--- src/rtl/toggle_pkg.sv ---
// Shared definitions for the toggle-stage monitor: FSM encoding and
// default sizing.
package toggle_pkg;

    localparam int unsigned WIDTH_DEFAULT   = 8;
    localparam int unsigned TIMEOUT_DEFAULT = 255;

    typedef enum logic [1:0] {
        IDLE   = 2'd0,
        ARMED  = 2'd1,
        LOCKED = 2'd2,
        STALL  = 2'd3
    } state_t;

endpackage

--- src/rtl/sync_edge.sv ---
// Two-flop synchronizer plus history flop; flags any change of the
// synchronized level as an edge.
module sync_edge (
    input  logic clk,
    input  logic reset,
    input  logic d,
    output logic edge_c,
    output logic level
);

    logic s1;
    logic s2;
    logic s3;

    always_ff @(posedge clk or negedge reset) begin
        if (!reset) begin
            s1 <= 1'b0;
            s2 <= 1'b0;
            s3 <= 1'b0;
        end else begin
            s1 <= d;
            s2 <= s1;
            s3 <= s2;
        end
    end

    assign edge_c = s2 ^ s3;
    assign level  = s2;

endmodule

--- src/rtl/toggle_monitor.sv ---
// Measures the edge-to-edge interval of an asynchronous toggle signal,
// reports lock on two equal periods and a stall after a long idle gap.
module toggle_monitor #(
    parameter int unsigned WIDTH   = toggle_pkg::WIDTH_DEFAULT,
    parameter int unsigned TIMEOUT = toggle_pkg::TIMEOUT_DEFAULT
) (
    input  logic             clk,
    input  logic             reset,
    input  logic             t_in,
    input  logic             clear,
    output logic [WIDTH-1:0] period,
    output logic             period_valid,
    output logic [WIDTH-1:0] edge_count,
    output logic             locked,
    output logic             stalled
);
    import toggle_pkg::*;

    localparam logic [WIDTH-1:0] CNT_MAX  = '1;
    localparam logic [WIDTH-1:0] STALL_AT = WIDTH'(TIMEOUT - 1);

    logic [1:0]       rst_pipe;
    logic             rst_n;
    logic             edge_c;
    logic             level_unused;
    state_t           state;
    state_t           state_next;
    logic [WIDTH-1:0] cnt;
    logic [WIDTH-1:0] meas_c;
    logic             prev_valid;
    logic             prev_valid_next;
    logic             load_c;
    logic             timeout_c;

    // Reset asserts immediately but releases on a clock edge.
    always_ff @(posedge clk or negedge reset) begin
        if (!reset) begin
            rst_pipe <= 2'b00;
        end else begin
            rst_pipe <= {rst_pipe[0], 1'b1};
        end
    end

    assign rst_n = rst_pipe[1];

    sync_edge u_sync (
        .clk    (clk),
        .reset  (rst_n),
        .d      (t_in),
        .edge_c (edge_c),
        .level  (level_unused)
    );

    // Saturating cnt+1 doubles as the measured interval and the counter increment.
    assign meas_c    = (cnt == CNT_MAX) ? CNT_MAX : cnt + WIDTH'(1);
    assign timeout_c = (cnt >= STALL_AT);

    always_comb begin
        state_next      = state;
        prev_valid_next = prev_valid;
        load_c          = 1'b0;
        if (clear) begin
            state_next      = IDLE;
            prev_valid_next = 1'b0;
        end else begin
            case (state)
                IDLE: begin
                    if (edge_c) state_next = ARMED;
                end
                ARMED: begin
                    if (edge_c) begin
                        load_c          = 1'b1;
                        prev_valid_next = 1'b1;
                        if (prev_valid && (meas_c == period)) state_next = LOCKED;
                    end else if (timeout_c) begin
                        state_next = STALL;
                    end
                end
                LOCKED: begin
                    if (edge_c) begin
                        load_c          = 1'b1;
                        prev_valid_next = 1'b1;
                        if (meas_c != period) state_next = ARMED;
                    end else if (timeout_c) begin
                        state_next = STALL;
                    end
                end
                STALL: begin
                    // Interval spanning the stall is meaningless; restart the pairing.
                    if (edge_c) begin
                        state_next      = ARMED;
                        prev_valid_next = 1'b0;
                    end
                end
                default: state_next = IDLE;
            endcase
        end
    end

    always_ff @(posedge clk or negedge rst_n) begin
        if (!rst_n) begin
            state        <= IDLE;
            prev_valid   <= 1'b0;
            cnt          <= '0;
            period       <= '0;
            period_valid <= 1'b0;
            edge_count   <= '0;
            locked       <= 1'b0;
            stalled      <= 1'b0;
        end else begin
            state        <= state_next;
            prev_valid   <= prev_valid_next;
            period_valid <= load_c;
            locked       <= (state_next == LOCKED);
            stalled      <= (state_next == STALL);
            if (clear) begin
                cnt        <= '0;
                period     <= '0;
                edge_count <= '0;
            end else begin
                cnt        <= edge_c ? '0 : meas_c;
                edge_count <= edge_count + WIDTH'(edge_c);
                if (load_c) period <= meas_c;
            end
        end
    end

endmodule
--- config.mk ---
export PLATFORM = sky130hd
export DESIGN_NAME = toggle_monitor
export DESIGN_NICKNAME = d
export VERILOG_FILES = /design/src/rtl/toggle_pkg.sv /design/src/rtl/sync_edge.sv /design/src/rtl/toggle_monitor.sv
export SDC_FILE = /design/constraint.sdc
export NUM_CORES = 1
export LEC_CHECK = 0
export ABC_AREA = 0
export BUFFER_PORTS_ARGS = -buffer_cell sky130_fd_sc_hd__buf_2
export CAP_MARGIN = 20
export CORE_UTILIZATION = 45
export CTS_BUF_LIST = sky130_fd_sc_hd__clkbuf_2
export CTS_CLUSTER_DIAMETER = 100
export DETAILED_ROUTE_END_ITERATION = 10
export GPL_ROUTABILITY_DRIVEN = 0
export GPL_TIMING_DRIVEN = 0
export HOLD_SLACK_MARGIN = 0.12
export MAX_ROUTING_LAYER = met4
export PLACE_DENSITY = 0.68
export SYNTH_ARGS = -nofsm -noshare
export SYNTH_HDL_FRONTEND = slang
export SYNTH_SLANG_ARGS = --single-unit
--- constraint.sdc ---
create_clock -name clk -period 1.12 [get_ports clk]
set_input_delay 0.112 -clock clk [delete_from_list [all_inputs] [get_ports clk]]
set_output_delay 0.112 -clock clk [all_outputs]
set_load 0.01 [all_outputs]
==> results.md <==
- DIE HEIGHT: ~67 µm
- Cell count after synthesis: 192
- Crit. End Element: flip-flop
- Fraction of layout cells with a size suffix above 1: 50.8%
- RSZ-0062 raised after global routing: yes
- Die Wd: ~67 µm
- Total grt overflow: 0
- Rel. slew slack: 49.5%
- Starting Density: 47.1%
- Req. time, crit path: 1.44 ns
- DRC: 0
- Syn avg cell area: slightly below 10 µm²
- Setup CP Type: flip-flop to flip-flop
- Pwr Density: 1050 mW/mm²
- Cell family with most CP delay: compound AO/OA/AOI/OAI gates
- Die area: 0.00448 mm²
- TritonCTS clock tree: done
- Num CTS Buffers: 5
- Leakage: around 1.3 nW
- Area Growth Syn to Fin: 54.2%
- # rows: 23
- Placed cell areas: 0.00228 mm²
- Critical path, cell by cell: buf_6 > nand4_1 > buf_4 > nor4b_4 > nor3_2 > a2111oi_4 > o2111ai_1 > a211oi_2
- Drt first pass iters: 5
- DR vias: 1771
- Total Routed Length: between 5 and 6 mm
- Number of synthesized flops with an enable pin: 0
- Root Driver: clkbuf_2
- WP buf/inv: 2
- Skew-Pair Late Insertion Delay: 0.40 ns
- Primary FF master, synth: dfrtp_1
- Flops & latches, synth: 35
- Post-synthesis sequential area ratio: a little under half
- Final hold violation count: 0
- Core ar.: between 0.004 and 0.005 mm²
- Crit path time final: 2.21 ns
- Fin crit share: 198%
- Fin cells: 306
- # port buffers: 22
- Dpl hpwl: around 3.2 mm
- Placed Cells: 265
- I/O Pins: 23
- Endpoints failing setup: 33
- Distinct cells, synth: 53
- Peak supply drop: 0.677 mV
- DR vias/cell: 5.79
- Status: finished, violations left
- Final instance area: 0.00292 mm²
- Tot GR Track Use: 28.6%
- Cell Area, Synth: ~0.0019 mm²
- DR iter-0 viols: 81
- Crit path largest cell delay: approximately 0.44 ns
- Routed Antenna Nets: 0
- Post-layout util: 72.6%
- Reg clk slew, reported paths: 0.18 ns
- Crit-path slowest cell: dfrtp_1
- Post-synth net total: ~200
- Drt wl/cell: 17.9 µm
- Slew Limit Fails: 0
- Worst Hold Class: input port to flip-flop
- H-tree levels: 2
- Failing checks: setup timing
- Vias in the first global route: 1847
- Max cap viols: 0
- Inserted Diodes: 0
- Crit path max fanout: 6
- CTS sink cnt: 35
- Fillers: 276
- NumNets Final: approximately 270
- Max Freq: between 0.4 and 0.5 GHz
- WP data arrival: 2.54 ns
- Clk_skew: approximately 0.011 ns
- Worst Setup Start Kind: flip-flop
- Clock Path Buffers: 2
- Initial antenna violation count: 0
- Async set-reset flop share out of synthesis: 100%
- Least-Margin Pin Slew: around 0.76 ns
- Pin count of the biggest net entering global routing: 19
- First-pass GRT wire length: 9.03 mm
- Yosys warns: 0
- Fin worst setup slack: -1.09 ns
- Overall Power: slightly above 0.003 W
- WHS: 0.285 ns
placed cells by master, fill, tap and decap left out, types with 4 or more instances in the layout:
master	n
a211oi_2	5
a21oi_1	5
and3_1	4
buf_2	17
buf_4	18
buf_6	21
clkbuf_2	6
dfrtp_1	29
dfrtp_2	6
dlygate4sd3_1	4
ha_4	4
inv_1	7
nand3_2	4
nor2_1	21
nor2_2	5
nor3_1	4
nor3_2	5
xor2_1	7
sequential cells by signal, indices dropped and copies added, names as in the netlist:
| name | flops |
|---|---|
| state | 2 |
| u_sync.s3 | 1 |
| period | 8 |
| cnt | 8 |
| u_sync.level | 1 |
| edge_count | 8 |
| locked | 1 |
| prev_valid | 1 |
| stalled | 1 |
| rst_pipe | 2 |
| period_valid | 1 |
| u_sync.s1 | 1 |
layout make-up:
| type | instances | area [µm²] | share of cell area, % |
|---|---|---|---|
| sequential | 35 | 883 | 30.2 |
| inverter | 10 | 45.0 | 1.54 |
| buffer | 8 | 56.3 | 1.93 |
| clock buffer | 6 | 30.0 | 1.03 |
| tap | 50 | 62.6 | 2.14 |
| clock inverter | 2 | 60.1 | 2.05 |
| timing repair buffer | 57 | 494 | 16.9 |
| multi-input combinational | 138 | 1290 | 44.2 |
synthesized netlist by cell type, types with 2 or more instances:
cell | instances | area share (%)
ha_1 | 7 | 4.6
nand2_1 | 5 | 0.99
o21ai_0 | 3 | 0.79
o211a_1 | 2 | 1.1
buf_4 | 2 | 0.79
nor2b_1 | 2 | 0.66
o22ai_1 | 2 | 0.66
a31oi_1 | 4 | 1.3
xor2_1 | 7 | 3.2
nor2_1 | 28 | 5.5
and3_1 | 7 | 2.3
xnor2_1 | 2 | 0.92
a311oi_1 | 2 | 0.92
a211oi_1 | 4 | 1.6
buf_2 | 3 | 0.79
nand2b_1 | 2 | 0.66
o211ai_1 | 3 | 1.2
clkbuf_1 | 4 | 0.79
dfrtp_1 | 35 | 46
nand4_1 | 2 | 0.66
nor3_1 | 9 | 2.4
inv_1 | 9 | 1.8
a21oi_1 | 11 | 2.9
nand3_1 | 7 | 1.8
and4_1 | 2 | 0.92
power by group:
part | total, W | internal [W] | switching, W
sequential | 0.00138 | 0.00132 | 0.0000638
clock | 0.00107 | 0.000611 | 0.000457
combinational | 0.000615 | 0.000303 | 0.000312
worst paths after layout:
path | start | to | slack [ns] | cells past startpoint
worst max-delay path | cnt[0] | stalled | -1.09 | 8
worst min-delay path | clear | edge_count[0] | 0.28 | 3
worst max register to register | cnt[0] | stalled | -1.09 | 8
worst min register to register | rst_pipe[1] | edge_count[2] | 0.32 | 0
max in group asynchronous | rst_pipe[1] | period[4] | 0.25 | 1
min in group asynchronous | rst_pipe[1] | edge_count[2] | 0.32 | 0
tightest hold or removal path: stages:
cell and delay (ns):
buf_2 0.10, clkbuf_1 0.26, nor2b_1 0.17
metrics by stage:
step,setup WS (ns),TNS [ns]
floorplan,-0.870,-10.14
global placement,-1.07,-23.08
detailed placement,-1.16,-14.92
CTS,-1.00,-13.25
global route,-1.19,-17.53
finish,-1.09,-14.74
per-layer routing:
| metal | GRT usage, % | routed length, µm | vias to the layer above |
|---|---|---|---|
| met5 | - | 0 | - |
| met4 | 15.7 | 158 | 0 |
| met3 | 6.85 | 225 | 19 |
| met2 | 46.0 | 2870 | 57 |
| met1 | 32.8 | 2230 | 878 |
| li1 | - | - | 817 |
cells by family after synthesis:
family          Yosys count  synth area share [%]
fa+ha+maj                 7                  4.62
other cells               1                 0.198
compound gates           45                  18.2
flops                    35                  46.2
xor+xnor                 10                  5.01
simple gates             74                  20.8
buf+inv                  20                  4.95
what timing repair did:
| action | 4_1_cts | 5_1_grt |
|---|---|---|
| endpoints found under the hold margin | 13 | 0 |
| hold buffers | 4 | 0 |
| endpoints found under the setup margin | 42 | 46 |
| pin swaps | 22 | 4 |
| cloned | 1 | 0 |
| gates resized for setup | 52 | 18 |
| buffers inserted | 24 | 6 |
Power figures use the tool's default switching activity.
